File: src/rtl/motor_pwm_pkg.sv
// motor_pwm_pkg: register map offsets and bit positions shared by the motor PWM block.
package motor_pwm_pkg;
    localparam logic [7:0] CTRL_OFS     = 8'd0;
    localparam logic [7:0] PRESCALE_OFS = 8'd1;
    localparam logic [7:0] CH_BASE_OFS  = 8'd2;
    localparam int CTRL_EN_BIT   = 0;
    localparam int CTRL_WDOG_BIT = 1;
    localparam int CTRL_FCLR_BIT = 7;
    localparam int CH_EN_BIT     = 0;
    localparam int CH_DIR_BIT    = 1;
    function automatic logic [7:0] duty_ofs(input int ch);
        return CH_BASE_OFS + 8'(2 * ch);
    endfunction
    function automatic logic [7:0] chctl_ofs(input int ch);
        return CH_BASE_OFS + 8'(2 * ch + 1);
    endfunction
endpackage

File: src/rtl/motor_pwm_ctrl_if.sv
// motor_pwm_ctrl_if: KCPSM6 port bus between the processor (master) and a peripheral (slave).
interface motor_pwm_ctrl_if;
    logic [7:0] port_id;
    logic [7:0] out_port;
    logic       write_strobe;
    logic [7:0] read_data;
    modport master (output port_id, out_port, write_strobe, input read_data);
    modport slave  (input port_id, out_port, write_strobe, output read_data);
endinterface

File: src/rtl/motor_pwm_ctrl_channel.sv
// pwm_channel: one PWM output with shadowed duty, enable and direction.
module pwm_channel
    import motor_pwm_pkg::*;
#(
    parameter int PWM_BITS = 8
)(
    input  logic                clk,
    input  logic                reset,
    input  logic                i_duty_we,
    input  logic                i_ctl_we,
    input  logic [7:0]          i_wdata,
    input  logic [PWM_BITS-1:0] i_period_cnt,
    input  logic                i_wrap,
    input  logic                i_enable_all,
    input  logic                i_fault,
    input  logic                i_trip,
    output logic                o_pwm,
    output logic                o_dir,
    output logic                o_en,
    output logic [PWM_BITS-1:0] o_pending
);
    logic [PWM_BITS-1:0] r_pending, r_active;
    logic                r_en, r_dir, r_pwm;

    // active duty only changes at the period wrap so no period is ever cut short
    always_ff @(posedge clk or posedge reset) begin
        if (reset) begin
            r_pending <= '0;
            r_active  <= '0;
            r_en      <= 1'b0;
            r_dir     <= 1'b0;
            r_pwm     <= 1'b0;
        end else begin
            if (i_duty_we) r_pending <= i_wdata[PWM_BITS-1:0];
            if (i_wrap) r_active <= r_pending;
            if (i_trip) r_en <= 1'b0;
            else if (i_ctl_we) r_en <= i_wdata[CH_EN_BIT];
            if (i_ctl_we) r_dir <= i_wdata[CH_DIR_BIT];
            r_pwm <= i_enable_all & r_en & ~i_fault & (i_period_cnt < r_active);
        end
    end

    assign o_pwm     = r_pwm;
    assign o_dir     = r_dir;
    assign o_en      = r_en;
    assign o_pending = r_pending;
endmodule

File: src/rtl/motor_pwm_ctrl.sv
// motor_pwm_ctrl: KCPSM6 port-mapped multi-channel PWM motor drive with
// shared prescaler, period counter and communication watchdog.
module motor_pwm_ctrl
    import motor_pwm_pkg::*;
#(
    parameter int         NUM_CH      = 2,
    parameter int         PWM_BITS    = 8,
    parameter logic [7:0] BASE_ADDR   = 8'h10,
    parameter int         WDOG_CYCLES = 10_000_000
)(
    input  logic               clk,
    input  logic               reset,
    motor_pwm_ctrl_if.slave    bus,
    output logic [NUM_CH-1:0]  pwm_out,
    output logic [NUM_CH-1:0]  dir_out,
    output logic               fault
);
    localparam int                  WDW     = $clog2(WDOG_CYCLES + 1);
    localparam logic [PWM_BITS-1:0] PER_MAX = PWM_BITS'(2 ** PWM_BITS - 2);
    localparam logic [WDW-1:0]      WD_TERM = WDW'(WDOG_CYCLES - 1);

    logic [7:0]          w_ofs, w_rd;
    logic                w_we, w_ctrl_we, w_pre_we, w_fclr, w_tick, w_wrap, w_term, w_trip;
    logic                r_en_all, r_wdog_en, r_fault;
    logic [7:0]          r_prescale, r_pre_cnt, r_rd;
    logic [PWM_BITS-1:0] r_per_cnt;
    logic [WDW-1:0]      r_wd_cnt;
    logic [NUM_CH-1:0]   w_ch_en;
    logic [PWM_BITS-1:0] w_pending [NUM_CH];

    assign w_ofs     = bus.port_id - BASE_ADDR;
    assign w_we      = bus.write_strobe & (w_ofs < 8'(2 + 2 * NUM_CH));
    assign w_ctrl_we = w_we & (w_ofs == CTRL_OFS);
    assign w_pre_we  = w_we & (w_ofs == PRESCALE_OFS);
    assign w_fclr    = w_ctrl_we & bus.out_port[CTRL_FCLR_BIT];
    assign w_tick    = r_pre_cnt == r_prescale;
    assign w_wrap    = w_tick & (r_per_cnt == PER_MAX);
    assign w_term    = r_wdog_en & (r_wd_cnt == WD_TERM);
    // an in-range write landing on terminal count counts as a kick, not a timeout
    assign w_trip    = w_term & ~w_we;

    always_ff @(posedge clk or posedge reset) begin
        if (reset) begin
            r_en_all   <= 1'b0;
            r_wdog_en  <= 1'b0;
            r_fault    <= 1'b0;
            r_prescale <= '0;
            r_pre_cnt  <= '0;
            r_per_cnt  <= '0;
            r_wd_cnt   <= '0;
            r_rd       <= '0;
        end else begin
            if (w_ctrl_we) begin
                r_en_all  <= bus.out_port[CTRL_EN_BIT];
                r_wdog_en <= bus.out_port[CTRL_WDOG_BIT];
            end
            if (w_pre_we) r_prescale <= bus.out_port;
            r_pre_cnt <= (w_pre_we | w_tick) ? '0 : r_pre_cnt + 8'd1;
            if (w_tick) r_per_cnt <= w_wrap ? '0 : r_per_cnt + 1'b1;
            r_wd_cnt <= (w_we | ~r_wdog_en | w_term) ? '0 : r_wd_cnt + 1'b1;
            r_fault  <= w_fclr ? 1'b0 : (w_trip | r_fault);
            r_rd     <= w_rd;
        end
    end

    always_comb begin
        w_rd = 8'h00;
        if (w_ofs == CTRL_OFS) w_rd = {r_fault, 5'b0, r_wdog_en, r_en_all};
        if (w_ofs == PRESCALE_OFS) w_rd = r_prescale;
        for (int i = 0; i < NUM_CH; i++) begin
            if (w_ofs == duty_ofs(i)) w_rd = 8'(w_pending[i]);
            if (w_ofs == chctl_ofs(i)) w_rd = {6'b0, dir_out[i], w_ch_en[i]};
        end
    end

    for (genvar c = 0; c < NUM_CH; c++) begin : g_ch
        pwm_channel #(.PWM_BITS(PWM_BITS)) u_ch (
            .clk          (clk),
            .reset        (reset),
            .i_duty_we    (w_we & (w_ofs == duty_ofs(c))),
            .i_ctl_we     (w_we & (w_ofs == chctl_ofs(c))),
            .i_wdata      (bus.out_port),
            .i_period_cnt (r_per_cnt),
            .i_wrap       (w_wrap),
            .i_enable_all (r_en_all),
            .i_fault      (r_fault),
            .i_trip       (w_trip),
            .o_pwm        (pwm_out[c]),
            .o_dir        (dir_out[c]),
            .o_en         (w_ch_en[c]),
            .o_pending    (w_pending[c])
        );
    end

    assign fault         = r_fault;
    assign bus.read_data = r_rd;
endmodule

File: src/flat_wrapper.sv
// flat-port wrapper written by rule: the top's interface ports become plain ports
module motor_pwm_ctrl_flat import motor_pwm_pkg::*;
#(
    parameter int         NUM_CH      = 2,
    parameter int         PWM_BITS    = 8,
    parameter logic [7:0] BASE_ADDR   = 8'h10,
    parameter int         WDOG_CYCLES = 10_000_000
)
  (clk, reset, pwm_out, dir_out, fault, bus_port_id, bus_out_port, bus_write_strobe, bus_read_data);
  motor_pwm_ctrl_if bus_i ();
  input  logic clk;
  input  logic reset;
  output logic [NUM_CH-1:0] pwm_out;
  output logic [NUM_CH-1:0] dir_out;
  output logic fault;
  input wire logic [$bits(bus_i.port_id)-1:0] bus_port_id;
  input wire logic [$bits(bus_i.out_port)-1:0] bus_out_port;
  input wire logic [$bits(bus_i.write_strobe)-1:0] bus_write_strobe;
  output wire logic [$bits(bus_i.read_data)-1:0] bus_read_data;
  assign bus_i.port_id = bus_port_id;
  assign bus_i.out_port = bus_out_port;
  assign bus_i.write_strobe = bus_write_strobe;
  assign bus_read_data = bus_i.read_data;
  motor_pwm_ctrl #(.NUM_CH(NUM_CH), .PWM_BITS(PWM_BITS), .BASE_ADDR(BASE_ADDR), .WDOG_CYCLES(WDOG_CYCLES)) u_core (.clk(clk), .reset(reset), .bus(bus_i), .pwm_out(pwm_out), .dir_out(dir_out), .fault(fault));
endmodule
File: config.mk
export PLATFORM = sky130hd
export DESIGN_NAME = motor_pwm_ctrl_flat
export DESIGN_NICKNAME = d
export VERILOG_FILES = /design/src/rtl/motor_pwm_pkg.sv /design/src/rtl/motor_pwm_ctrl_if.sv /design/src/rtl/motor_pwm_ctrl_channel.sv /design/src/rtl/motor_pwm_ctrl.sv /design/src/flat_wrapper.sv
export SDC_FILE = /design/constraint.sdc
export NUM_CORES = 1
export LEC_CHECK = 0
export BUFFER_PORTS_ARGS = -buffer_cell sky130_fd_sc_hd__buf_2
export CAP_MARGIN = 15
export CORE_MARGIN = 2
export CORE_UTILIZATION = 25
export CTS_CLUSTER_SIZE = 10
export DETAILED_ROUTE_END_ITERATION = 8
export GPL_TIMING_DRIVEN = 0
export PLACE_DENSITY = 0.47
export SLEW_MARGIN = 20
export SYNTH_ARGS = -nofsm -noshare
export SYNTH_HDL_FRONTEND = slang
export SYNTH_HIERARCHICAL = 1
export SYNTH_SLANG_ARGS = --single-unit
File: constraint.sdc
create_clock -name clk -period 2.3 [get_ports clk]
set_input_delay 0.115 -clock clk [delete_from_list [all_inputs] [get_ports clk]]
set_output_delay 0.115 -clock clk [all_outputs]
set_load 0.05 [all_outputs]
# --- After elaboration in Yosys (flattened, before gate mapping) ---
# Index checks and enable logic that the tools add are counted.
classes:
  eq_ne: 8
  magnitude_cmp: 3
  reduce_logical: 3
  muxes: 14
  n_bitwise: 24
  addsub: 4
op_table:
  columns: ["operator", "n"]
  rows:
  - ["8-bit 2-to-1 mux", 8]
  - ["24-bit by 1-bit adder with 24-bit output (second input constant)", 1]
  - ["24-bit equality test (second input constant)", 1]
  - ["24-bit 2-to-1 mux", 1]
  - ["1-bit bitwise AND", 17]
  - ["8-bit by 1-bit adder with 8-bit output (second input constant)", 2]
  - ["8-bit by 2-bit equality test with 1-bit output (second input constant)", 2]
  - ["8-bit by 3-bit equality test with 1-bit output (second input constant)", 2]
  - ["8-bit < comparator", 2]
  - ["8-bit by 1-bit equality test with 1-bit output (second input constant)", 1]
  - ["8-bit equality test", 1]
  - ["8-bit equality test (second input constant)", 1]
  - ["8-bit zero test", 1]
  - ["8-bit by 3-bit < comparator with 1-bit output (second input constant)", 1]
  - ["8-bit by 5-bit subtractor with 8-bit output (second input constant)", 1]
  - ["1-bit 2-to-1 mux", 5]
  - ["1-bit OR", 4]
  - ["2-bit nonzero test", 2]
  - ["1-bit inverter", 3]
word_totals:
  word_cells: 74
  output_inout_bits: 13
  regBits: 97
  inputBits: 19

# --- Longest topological paths before layout ---
depth:
  word_depth: 8
  mapped_depth: 9
  ltp_nobuf: 7

# --- Cells and area by module ---
# The synthesis kept the hierarchy.
by_module_without_submodules:
  columns: ["mod", "instances", "seq_area_each_um2", "cells_per_inst", "area_per_inst_um2"]
  rows:
  - ["motor_pwm_ctrl", 1, 1476.4, 318, 3179.3]
  - ["pwm_channel", 2, 475.5, 74, 868.3]

# --- Worst setup path before layout ---
# Ideal clock, no wire load.
synth_path:
  kind: "register to register"
  from: "reg u_core.r_wd_cnt[0]"
  to: "reg u_core.r_wd_cnt[18]"
  path_stages_with_launch: 7
  setup_slack_ps: 243
  setup_time_ps: 73
  n_path_buf: 1
  required_ps: 2227
  arrival_ps: 1984
  path_cell_list: "dfrtp_1 > ha_1 > nand3_2 > or4_1 > buf_2 > or4_4 > a21oi_2"
synth_between:
  elab_chain_len: 4
  elab_cells_between_ends: 5
  classes_between: "add/sub (1); eq/ne (1); mux (1); bitwise (2)"
synth_lines:
  columns: ["item", "line_no", "rtl"]
  rows:
  - ["start: declaration", "motor_pwm_ctrl.sv:27", "logic [WDW-1:0] r_wd_cnt;"]
  - ["start signal: assignment", "motor_pwm_ctrl.sv:60", "r_wd_cnt <= (w_we | ~r_wdog_en | w_term) ? '0 : r_wd_cnt + 1'b1;"]
  - ["parallel branches: the longest is 3 deep, another holds 24-bit by 1-bit adder with 24-bit output", null, null]
  - ["24-bit 2-to-1 mux (*)", "motor_pwm_ctrl.sv:60", null]
# Every way passes the cells marked *.
# A chain may end at the register's enable or synchronous reset.

# --- Final worst setup path ---
# Ends and elaborated chain as after synthesis.

==> flow_summary_export.csv <==
group,metric,value,unit
sta,grt_setup_unrepaired,"no",
cts,ctsRootBufferMaster,"sky130_fd_sc_hd__clkbuf_16",
pwr,p_per_area,735,nW/um^2
global_route,globalRouteTotalUtil,12.0,%
route,initialDrtViolationCount,151,
global_route,gr-total-overflow,0,
yosys,synth_area,4920,sq um
global_route,pin_count_of_the_biggest_net_entering_global_routing,53,
sta,timing.final.hold_violations,0,
die,boundaryPins,32,
placed_design,final_estimated_routing_congestion_in_global_placement,0.831,
worst_hold_path,holdCritPathClass,"input pin to register",
die,die_width,144,um
sta,finalCriticalPeriod,2.20,ns
global_route,vias_in_the_first_global_route,3661,
cts,cts.sinks,97,
yosys,yosys.cell_types.count,60,
pwr,ir_worst_vdd,0.000423,V
route,drtAntennaViolNets,0,
setup_path,r2r-start,"u_core/r_wd_cnt[0]",
sta,max-slew-margin-rel,34.7,%
yosys,ys_ff_latch,97,
sta,timing.final.setup_violations,0,
route,viasPerCell,4.65,
layout,num_antenna_cells,0,
cts,tritoncts_clock_tree,"done",
die,placementRows,51,
sta,max_clock_freq,455,MHz
setup_path,worst_r2r_path_depth,6,
sta,holdWs,0.00626,ns
sta,timing_worst_slew_pin_value,0.970,ns
route,vias,3639,
setup_path,rr_endpoint,"u_core/r_wd_cnt[18]",
global_route,global_route.usage.met3,3.41,%
yosys,synth_area_per_cell,10.5,sq um
cts,cts.htree.levels,3,
placed_design,detailed_place.area,5420,sq um
yosys,synthesis.instances,466,
cts,ctsLongestPathBuffers,2,
sta,tns,0,ns
setup_path,worstPathMaxFanout,10,
yosys,synthArstFlopShare,100,%
setup_path,critPathCaptureType,"register",
cts,cts.clk_slew.worst_paths,0.07,ns
route,routed_wirelength,11.4,mm
layout,final_instance_area,5780,sq um
yosys,synth-seq-area-share,49.4,%
die,floorplan.core_area,19400,sq um
setup_path,worstSetupPathType,"register to register",
route,avgRoutedWirePerCell,14.6,um
yosys,synth_edf_count,0,
pwr,power_leakage,2.45,nW
worst_hold_path,timing.hold.worst_endpoint,"u_core/fault",
cts,numCtsBuffers,9,
yosys,yosys_warnings,6,
global_route,antenna_violations_before_repair,2,
global_route,global_routing_s_busiest_layer,"met2",
setup_path,critical_path.startpoint_type,"register",
global_route,met1_usage,14.6,%
setup_path,cp_data_required_time,2.58,ns
worst_hold_path,hold_depth,2,
route,drc,0,
layout,design.final.nets,549,
worst_hold_path,hp-start,"bus_out_port[7]",
placed_design,placement.io_buffers,29,
die,initial_utilization,25.3,%
die,die_height,144,um
cts,clk_latency,0.35,ns
die,die_area,20800,sq um
sta,final.period_utilization,95.7,%
pwr,total_power,4.25,mW
placed_design,dpl.hpwl,8.52,mm
layout,drive_above_1_share,20.9,%
layout,flow.area_growth_from_synthesis,17.5,%
yosys,syn_nets,503,
layout,most_frequent_standard_cell_in_the_layout_excluding_fill_and_tap_cells,"sky130_fd_sc_hd__dfrtp_1",
flow_run,drv.max_cap_violation_count,0,
sta,drv_slew,0,
global_route,wire_length_of_the_first_global_routing_pass,19.4,mm
run_status,status,"finished clean",
sta,fin_worst_skew,0.00709,ns
setup_path,timing.reg2reg.setup_slack,0.1,ns
setup_path,arrival,2.48,ns
route,dr.pass1.iters,5,
global_route,globalRouteMet2Util,20.6,%
layout,most-common-layout-cells,"sky130_fd_sc_hd__dfrtp_1, sky130_fd_sc_hd__nand2_1, sky130_fd_sc_hd__buf_2, sky130_fd_sc_hd__mux2_2",
yosys,synth_top_flop_cell,"sky130_fd_sc_hd__dfrtp_1",
worst max-delay path: stages (launching register included):
cell,delay [ns]
sky130_fd_sc_hd__dfrtp_1,0.38
sky130_fd_sc_hd__ha_2,0.22
sky130_fd_sc_hd__nand3_2,0.14
sky130_fd_sc_hd__or4_1,0.53
sky130_fd_sc_hd__buf_2,0.19
sky130_fd_sc_hd__or4_4,0.52
sky130_fd_sc_hd__a21oi_2,0.15
synth_stat cells, types with 2 or more instances:
library cell                number  area [sq um]
sky130_fd_sc_hd__a211oi_1        2          15.0
sky130_fd_sc_hd__a211oi_2        2          25.0
sky130_fd_sc_hd__a21oi_1        19          95.1
sky130_fd_sc_hd__a22oi_1         7          52.6
sky130_fd_sc_hd__and3_1         10          62.6
sky130_fd_sc_hd__buf_1           2          7.51
sky130_fd_sc_hd__buf_2           4          20.0
sky130_fd_sc_hd__buf_4           2          15.0
sky130_fd_sc_hd__buf_6           3          33.8
sky130_fd_sc_hd__clkbuf_1        5          18.8
sky130_fd_sc_hd__dfrtp_1        97          2430
sky130_fd_sc_hd__ha_1           18           225
sky130_fd_sc_hd__inv_1          31           116
sky130_fd_sc_hd__mux2_2         33           372
sky130_fd_sc_hd__mux2i_1         5          50.1
sky130_fd_sc_hd__nand2_1        35           131
sky130_fd_sc_hd__nand2b_1        6          37.5
sky130_fd_sc_hd__nand3_1        19          95.1
sky130_fd_sc_hd__nand4_1         8          50.1
sky130_fd_sc_hd__nor2_1         31           116
sky130_fd_sc_hd__nor2b_1         3          18.8
sky130_fd_sc_hd__nor3_1         14          70.1
sky130_fd_sc_hd__nor4_1          7          43.8
sky130_fd_sc_hd__nor4_2          2          25.0
sky130_fd_sc_hd__o2111ai_1       2          17.5
sky130_fd_sc_hd__o21ai_0        24           120
sky130_fd_sc_hd__o21ai_1         2          10.0
sky130_fd_sc_hd__o31ai_1         8          60.1
sky130_fd_sc_hd__or3_1           6          37.5
sky130_fd_sc_hd__or4_1           5          37.5
sky130_fd_sc_hd__xnor2_1        19           166
sky130_fd_sc_hd__xor2_1          7          61.3
logic make-up after synthesis:
| logic type | share of synthesized area (%) |
|---|---|
| and+or+nand+nor | 17.9 |
| DFF | 49.4 |
| AOI/OAI and AO/OA | 10.2 |
| buffers and inverters | 4.30 |
| muxes | 9.04 |
| xor gates and xnor gates | 4.63 |
| adders and majority gates | 4.58 |
how the worst max path moves through the flow:
stage                              startpoint                         endpoint
after floorplan            u_core/r_wd_cnt[0]              u_core/r_wd_cnt[18]
after global placement    u_core/r_pre_cnt[0]  u_core/g_ch[1].u_ch/r_active[6]
after detailed placement  u_core/r_pre_cnt[0]  u_core/g_ch[1].u_ch/r_active[6]
after CTS                 u_core/r_pre_cnt[2]  u_core/g_ch[1].u_ch/r_active[6]
after global routing       u_core/r_wd_cnt[1]              u_core/r_wd_cnt[20]
final                      u_core/r_wd_cnt[0]              u_core/r_wd_cnt[18]
report_power, final:
part / switching [mW] / internal, mW
Clock: 0.677 / 0.845
Sequential: 0.160 / 1.79
Combinational: 0.429 / 0.342
through the flow:
stage / worst slack, ns / util [%] / cells
after global placement: -0.357 / 27.8 / 760
after detailed placement: -0.430 / 28.0 / 761
after global routing: 0.00634 / 29.8 / 782
after CTS: 0.00271 / 29.7 / 779
after floorplan: 0.243 / - / 466
final: 0.0999 / 29.8 / 782
flip-flops by register name, summed over array words and instances (netlist names):
name and count:
u_core/bus.read_data 8, u_core/fault 1, u_core/g_ch.u_ch/o_dir 2, u_core/g_ch.u_ch/o_en 2
u_core/g_ch.u_ch/o_pending 16, u_core/g_ch.u_ch/o_pwm 2, u_core/g_ch.u_ch/r_active 16, u_core/r_en_all 1
u_core/r_per_cnt 8, u_core/r_pre_cnt 8, u_core/r_prescale 8, u_core/r_wd_cnt 24
u_core/r_wdog_en 1
layer usage:
| layer | share of wire (%) | vias to the layer above | routed length (um) |
|---|---|---|---|
| met5 | 0.11 | - | 12 |
| met4 | 1.8 | 2 | 207 |
| met3 | 3.6 | 18 | 409 |
| met2 | 50 | 50 | 5680 |
| met1 | 45 | 1800 | 5080 |
| li1 | - | 1769 | - |
timing repair:
| action | 4_1_cts | 5_1_grt |
|---|---|---|
| gates cloned | 0 | 0 |
| resized for setup | 3 | 1 |
| hold buffers | 1 | 0 |
| setup buffers | 1 | 3 |
| endpoints found under the hold margin | 78 | 0 |
| endpoints found under the setup margin | 36 | 18 |
| pin swaps | 2 | 1 |
final cells by class:
class	count	area [sq um]
Sequential cell	97	2430
Buffer	16	95.1
Multi-Input combinational cell	322	2290
Clock inverter	6	68.8
Tap cell	265	332
Clock buffer	10	229
Fill cell	2047	13600
Inverter	31	119
Timing Repair Buffer	35	213
No activity file was read; power rests on OpenSTA's default activity.
